## src/rtl/counter_ctrl.sv

```systemverilog
// Bus-side command/response controller and interrupt qualifier for the counter core.
// One command in flight: accept, one ACCESS cycle of strobes, then RESP held until rspReady.
module counter_ctrl #(
    parameter int IRQ_CNT_W = 8
) (
    input  logic                 clk,
    input  logic                 reset,
    // command / response stream
    input  logic                 cmdValid,
    output logic                 cmdReady,
    input  logic [1:0]           cmdOp,
    input  logic [31:0]          cmdData,
    output logic                 rspValid,
    input  logic                 rspReady,
    output logic [31:0]          rspData,
    // core register side
    output logic [31:0]          counterIn,
    output logic                 counterEnIn,
    output logic                 counterDirIn,
    output logic                 counterIreIn,
    output logic                 counterWe,
    output logic                 counterConfigWe,
    output logic                 counterRe,
    output logic                 counterConfigRe,
    output logic                 counterStatusRe,
    input  logic [31:0]          counterOut,
    input  logic                 counterEnOut,
    input  logic                 counterDirOut,
    input  logic                 counterIreOut,
    input  logic                 counterLT1000Out,
    // interrupt side
    input  logic                 counterIrq,
    output logic                 irqPending,
    output logic [IRQ_CNT_W-1:0] irqCount,
    input  logic                 irqAck
);

    typedef enum logic [1:0] {
        IDLE   = 2'd0,
        ACCESS = 2'd1,
        RESP   = 2'd2
    } state_t;

    localparam logic [1:0] OP_WR_CNT = 2'b00;
    localparam logic [1:0] OP_WR_CFG = 2'b01;
    localparam logic [1:0] OP_RD_CNT = 2'b10;
    localparam logic [1:0] OP_RD_STS = 2'b11;

    localparam logic [IRQ_CNT_W-1:0] IRQ_CNT_MAX = '1;

    state_t               state_q, state_d;
    logic [1:0]           op_q, op_d;
    logic [31:0]          data_q, data_d;
    logic [31:0]          rsp_q, rsp_d;

    logic                 irq_prev_q;
    logic                 irq_pend_q, irq_pend_d;
    logic [IRQ_CNT_W-1:0] irq_cnt_q, irq_cnt_d;
    logic                 irq_event;

    // ------------------------------------------------------------------
    // Command FSM
    // ------------------------------------------------------------------
    always_comb begin
        state_d         = state_q;
        op_d            = op_q;
        data_d          = data_q;
        rsp_d           = rsp_q;
        cmdReady        = 1'b0;
        counterWe       = 1'b0;
        counterConfigWe = 1'b0;
        counterRe       = 1'b0;
        counterConfigRe = 1'b0;
        counterStatusRe = 1'b0;

        case (state_q)
            IDLE: begin
                cmdReady = 1'b1;
                if (cmdValid) begin
                    op_d    = cmdOp;
                    data_d  = cmdData;
                    state_d = ACCESS;
                end
            end
            ACCESS: begin
                case (op_q)
                    OP_WR_CNT: begin
                        counterWe = 1'b1;
                        rsp_d     = data_q;
                    end
                    OP_WR_CFG: begin
                        counterConfigWe = 1'b1;
                        rsp_d           = data_q;
                    end
                    OP_RD_CNT: begin
                        counterRe = 1'b1;
                        rsp_d     = counterOut;
                    end
                    OP_RD_STS: begin
                        counterConfigRe = 1'b1;
                        counterStatusRe = 1'b1;
                        rsp_d = {28'b0, counterLT1000Out, counterIreOut,
                                 counterDirOut, counterEnOut};
                    end
                    default: ;
                endcase
                state_d = RESP;
            end
            RESP: begin
                if (rspReady) begin
                    state_d = IDLE;
                end
            end
            default: state_d = IDLE;
        endcase
    end

    always_ff @(posedge clk) begin
        if (reset) begin
            state_q <= IDLE;
            op_q    <= 2'b00;
            data_q  <= 32'h0;
            rsp_q   <= 32'h0;
        end else begin
            state_q <= state_d;
            op_q    <= op_d;
            data_q  <= data_d;
            rsp_q   <= rsp_d;
        end
    end

    // Core write data is the latched command word, held between commands.
    assign counterIn    = data_q;
    assign counterEnIn  = data_q[0];
    assign counterDirIn = data_q[1];
    assign counterIreIn = data_q[2];

    assign rspValid = (state_q == RESP);
    assign rspData  = rsp_q;

    // ------------------------------------------------------------------
    // Interrupt qualification: rising edge of the level, gated by IRE
    // ------------------------------------------------------------------
    assign irq_event = counterIrq & ~irq_prev_q & counterIreOut;

    always_comb begin
        irq_pend_d = irq_pend_q;
        irq_cnt_d  = irq_cnt_q;
        if (irqAck) begin
            // an event coincident with the ack survives as the first of a new batch
            irq_pend_d = irq_event;
            irq_cnt_d  = irq_event ? IRQ_CNT_W'(1) : '0;
        end else if (irq_event) begin
            irq_pend_d = 1'b1;
            if (irq_cnt_q != IRQ_CNT_MAX) begin
                irq_cnt_d = irq_cnt_q + IRQ_CNT_W'(1);
            end
        end
    end

    always_ff @(posedge clk) begin
        if (reset) begin
            irq_prev_q <= 1'b0;
            irq_pend_q <= 1'b0;
            irq_cnt_q  <= '0;
        end else begin
            irq_prev_q <= counterIrq;
            irq_pend_q <= irq_pend_d;
            irq_cnt_q  <= irq_cnt_d;
        end
    end

    assign irqPending = irq_pend_q;
    assign irqCount   = irq_cnt_q;

endmodule

```

## config.mk

```make
export PLATFORM = sky130hd
export DESIGN_NAME = counter_ctrl
export DESIGN_NICKNAME = d
export VERILOG_FILES = /design/src/rtl/counter_ctrl.sv
export SDC_FILE = /design/constraint.sdc
export NUM_CORES = 1
export LEC_CHECK = 0
export ABC_CLOCK_PERIOD_IN_PS = 1600
export CORE_ASPECT_RATIO = 0.5
export CORE_MARGIN = 2
export CORE_UTILIZATION = 40
export DETAILED_ROUTE_END_ITERATION = 10
export HOLD_SLACK_MARGIN = 0.02
export PLACE_DENSITY = 0.81
export SYNTH_ARGS = -nofsm -noshare
export SYNTH_HDL_FRONTEND = slang
export SYNTH_SLANG_ARGS = --single-unit
```

## constraint.sdc

```tcl
create_clock -name clk -period 1.6 [get_ports clk]
set_input_delay 0.4 -clock clk [delete_from_list [all_inputs] [get_ports clk]]
set_output_delay 0.4 -clock clk [all_outputs]
set_load 0.01 [all_outputs]
```

=== Yosys cells after proc, flatten, opt, wreduce, memory -nomap -nowiden ===
Index checks and enable logic that the tools add are counted.

* Bitwise operators: 3
* Equal/unequal tests: 8
* Multiplexer cells: 19
* Add/sub/neg operators: 1
* Reduce and logical (&&, ||, !) cells: 8

{| class="wikitable"
|+ Operators with widths
! kind !! count
|-
| 32-bit one-hot mux with 3 select lines || 1
|-
| 8-bit two-way mux || 3
|-
| 1-bit two-way mux || 12
|-
| 8-bit by 1-bit adder with 8-bit output (second input constant) || 1
|-
| 8-bit != test (second input constant) || 1
|-
| 2-bit equality test (second input constant) || 3
|-
| 2-bit one-hot mux with 3 select lines || 1
|-
| 2-bit AND reduction || 3
|-
| 2-bit by 1-bit equality test with 1-bit output (second input constant) || 2
|-
| 2-bit logical NOT || 2
|-
| 2-bit two-way mux || 2
|-
| 2-bit nonzero test || 2
|-
| 1-bit bitwise AND || 2
|-
| 2-bit by 1-bit != test with 1-bit output (second input constant) || 1
|-
| 2-bit != test (second input constant) || 1
|-
| 2-bit OR reduction || 1
|-
| 1-bit inverter || 1
|}

* Word-level logic and storage cells: 46
* Bits of input ports: 76
* Flip-flop bits (word level): 78
* Output and inout port bits: 83

=== Logic depth before layout (Yosys ltp) ===
* Depth after elaboration: 5
* Depth in mapped cells: 6
* Depth with buffers taken out: 5

=== Worst setup path before layout ===
OpenSTA, ideal clock, no wires.

* Path kind: flip-flop to output port
* Start point: register state_q[0]
* End point: output counterStatusRe
* Cell stages (with the launch flop): 5
* Slack: 16 ps
* Arrival: 1184 ps
* Required time: 1200 ps
* Buffers on the path: 2
* Path through: dfxtp_1 nor2b_1 clkbuf_1 and3_1 buf_4

* Cells in the longest elaborated chain, start to end: 2

{| class="wikitable"
|+ RTL lines
! item !! line !! source
|-
| start: declaration || 51 || <nowiki>state_t state_q, state_d;</nowiki>
|-
| start signal: assignment || 125 || <nowiki>state_q <= state_d;</nowiki>
|-
| 2-bit by 1-bit equality test with 1-bit output || -- ||
|-
| 1-bit two-way mux || -- ||
|-
| end: declaration || 25 || <nowiki>output logic counterStatusRe,</nowiki>
|}

No other way between the ends.

=== Worst setup path in the final report ===
* Start point: register state_q[0]
* End point: output counterStatusRe

* Cells in the longest elaborated chain, start to end: 2

{| class="wikitable"
|+ RTL lines
! item !! line !! source
|-
| 2-bit by 1-bit equality test with 1-bit output || 76 || <nowiki>case (state_q)</nowiki>
|-
| 1-bit two-way mux || 76 ||
|}

No other way between the ends.

==> results by group <==
Timing
  – Fin worst setup slack: about 32 ps
  – Minimum clock period after layout: between 1500 and 2000 ps
  – Setup TNS: 0 ps
  – Slew @ Worst Pin: roughly 360 ps
  – Final Setup Violations: 0
  – Slew margin rel.: 0.761
  – Fmax: roughly 0.64 GHz
  – Clock skew: roughly 7 ps
  – Final max-slew violation count: 0
  – Final Hold Slack: about 360 ps
  – Period Utilization, post-route: 0.980
  – Hold Violations, Final: 0

Synthesis
  – Number of synthesized flops with an enable pin: 0
  – Leading area contributor after synthesis: dfxtp_1
  – Synth Area per Inst: ~8.3 um2
  – Syn nets: 450
  – Main combinational cell family by area after synthesis: simple AND/OR/NAND/NOR gates
  – Flops & latches, synth: between 70 and 80
  – Register area share after synthesis: 0.504
  – Most common cell in the synthesized netlist: dfxtp_1
  – Synth area leaders: dfxtp_1 50%, nand2_1 8.5%, a221oi_1 7.9%, a21oi_1 7.3%, nor3_1 5.0%
  – Synth top area share: 0.504
  – Library cells used by synthesis: 37
  – Synth top cells by count: 78 x dfxtp_1, 70 x nand2_1, 45 x a21oi_1, 40 x nor2_1, 31 x nor3_1
  – Compound-Gate Fraction of Synth Area: 0.184
  – Post-Syn Area: approximately 3100 um2
  – Post-Synth Simple-Gate Area: 0.237
  – Most common flop cell mapped by yosys: dfxtp_1
  – Syn Inst Count: between 300 and 400
  – Xor/xnor share of the synthesized area: 0
  – Synth warnings: 0
  – Async SR Flop Fraction: 0
  – Mux cell area share after synthesis: 0.0162
  – Adder-cell share of the synthesized area: 0.00404

Global route
  – GR Util met1: 0.283
  – Global Route Usage Sum: 0.239
  – Largest net degree at the start of global routing: 71
  – Top Usage Layer GRT: met2
  – Met2 usage: 0.428
  – GR Util met3: 0.0583
  – First-pass GRT wire length: 15.7 mm
  – Vias in the first global route: between 3000 and 4000
  – GRT overflow: 0
  – Initial antenna violation count: 0

Cells and area
  – # diodes: 0
  – Fin nets: 614
  – Combined area of the multi-input logic cells: about 1400 um2
  – Fill cell count: around 600
  – Layout cells sized above 1: 0.125
  – Synthesis-to-layout area growth: 66.3%
  – Register area: ~1600 um2

Critical path
  – CP Buf/Inv Count: 1
  – Critical Path Sink Type: output pin
  – R2R cell count: 5
  – Arrival @ worst endpoint: 1170 ps
  – R2R Path End: irqCount[3]
  – Crit Path Class: reg2out
  – CP max-delay cell: dfxtp_4
  – Worst path required time: 1200 ps
  – CP Launch Type: flip-flop
  – Crit path launch: state_q[0]
  – Crit path depth: 3
  – Largest stage delay, worst path: between 300 and 400 ps
  – Crit path to: counterStatusRe
  – Worst path cell trace: nor2b_4 -> and3_4 -> buf_2
  – Crit-path max FO: 3
  – FF-to-FF setup slack: roughly 100 ps
  – R2r startpoint: irqCount[0]
  – Worst path top cell family by delay: flip-flops

Detailed routing
  – TritonRoute pass-1 iters: 5
  – DR vias/cell: 5.14
  – Final WL: roughly 10 mm
  – Initial drt markers: ~190
  – Post-DRT Antenna Nets: 0
  – DRC viols: 0
  – Avg WL per Cell: 15.8 um
  – Vias: about 3300

Clock tree
  – Root buf cell: clkbuf_16
  – Maximum clock path buffer count: 2
  – Clock Pin Slew Worst Setup and Hold Paths: about 60 ps
  – H-tree lvl count: 3
  – Hold buffers post-CTS: 0
  – Inserted Clock Buffers: 9
  – Clk_lat worst skew: about 330 ps
  – Clock net sink count: between 70 and 80
  – CTS tree: built

Job
  – Max cap viols: 0

Placed design
  – Post-DP HPWL: ~7.0 mm
  – Port Buf Inserts: around 160
  – Final Wtd Congestion: approximately 0.84
  – Place WS: -330 ps

Floorplanning
  – Die X: ~130 um
  – Cell Rows: 22
  – Starting Density: 0.418
  – Area of the core: ~7400 um2
  – Die height: between 60 and 70 um
  – Die Area: 8500 um2
  – I/O pins: between 150 and 200

Power and ir drop
  – PD cells: roughly 1000 nW/um2
  – Pleak: 2.33 nW
  – Worst VDD drop: approximately 650 uV

Hold path
  – Hold crit path type: in2reg

Outcome
  – Run status: finished, final reports clean
-- through the flow --
stage          utilization  total power, mW  area, um2  instances
5_1_grt              0.696             5.37       5150        638
3_3_place_gp         0.661             3.11       4890        621
6_report             0.696             5.16       5150        638
4_1_cts              0.691             5.20       5120        638
2_1_floorplan            -             2.55       3100        373
3_5_place_dp         0.661             3.12       4890        621
-- layout make-up --
type	count	area share
Timing Repair Buffer	188	0.335
Sequential cell	78	0.304
Multi-Input combinational cell	257	0.274
Clock buffer	12	0.0479
Tap cell	96	0.0233
Clock inverter	4	0.0136
Inverter	3	0.00219
-- worst reg2reg max path: stages, from the launching register on --
cell	delay, ps
dfxtp_1	310
ha_1	250
a31o_4	260
buf_4	130
or3_1	350
a21oi_2	140
-- report_power, final --
group | switching, mW | total (mW) | leakage [nW] | internal [mW]
Sequential | 0.0782 | 2.14 | 0.640 | 2.06
Combinational | 0.412 | 0.866 | 1.53 | 0.454
Clock | 0.748 | 2.15 | 0.157 | 1.40
Total | 1.24 | 5.16 | 2.33 | 3.92
-- worst min path at each step --
stage,start,end,slack [ps],depth (start not counted)
floorplan,counterIn[10],counterIn[10],490,2
global placement,counterIn[12],counterIn[12],460,2
detailed placement,counterIn[11],counterIn[11],460,2
CTS,reset,irqCount[0],350,2
global route,reset,irqCount[0],380,2
finish,counterIrq,irq_prev_q,360,2
-- per-layer routing --
metal,share of wire,wire length (um)
met4,0.017,167
met1,0.42,4190
met2,0.51,5170
met3,0.053,537
met5,0,0
-- registers in the layout (all words and copies together), names as in the netlist --
signal / cells
counterIn: 32
rspData: 32
irqCount: 8
op_q: 2
state_q: 2
irqPending: 1
irq_prev_q: 1
-- layout by cell type (no fill, tap or decap), drive strengths merged --
cell           instances
a311oi                 1
and4b                  1
and2b                  1
a221oi                28
nand3                  2
and2                   2
a21oi                 45
buf                   38
and4                   1
or3                    2
o31ai                  2
clkbuf                12
clkinv                 2
nand4                  2
ha                     1
o21ai                  3
or4b                   1
nor2b                  3
nand3b                 1
dlygate4sd2           73
a31oi                  1
mux2i                  5
dlymetal6s2s           5
or2                    1
nor3                  31
bufinv                 2
and3                   2
dfxtp                 78
nand2                 70
a211oi                 5
a31o                   1
or4                    1
nor2                  41
inv                    3
clkdlybuf4s50         72
nand2b                 3
-- kinds of logic after synthesis --
kind of cell    after synthesis
compound gates               86
buf+inv                      38
flops                        78
fa+ha+maj                     1
simple gates                165
mux                           5
-- timing repair --
action                                  4_1_cts  5_1_grt
pin swaps                                     0        2
endpoints found under the hold margin         0        0
resized for setup                           104       17
endpoints found under the setup margin       82       26
gates cloned                                  0        0
setup buffers                                 1        0
(Power assumes the default switching activity.)
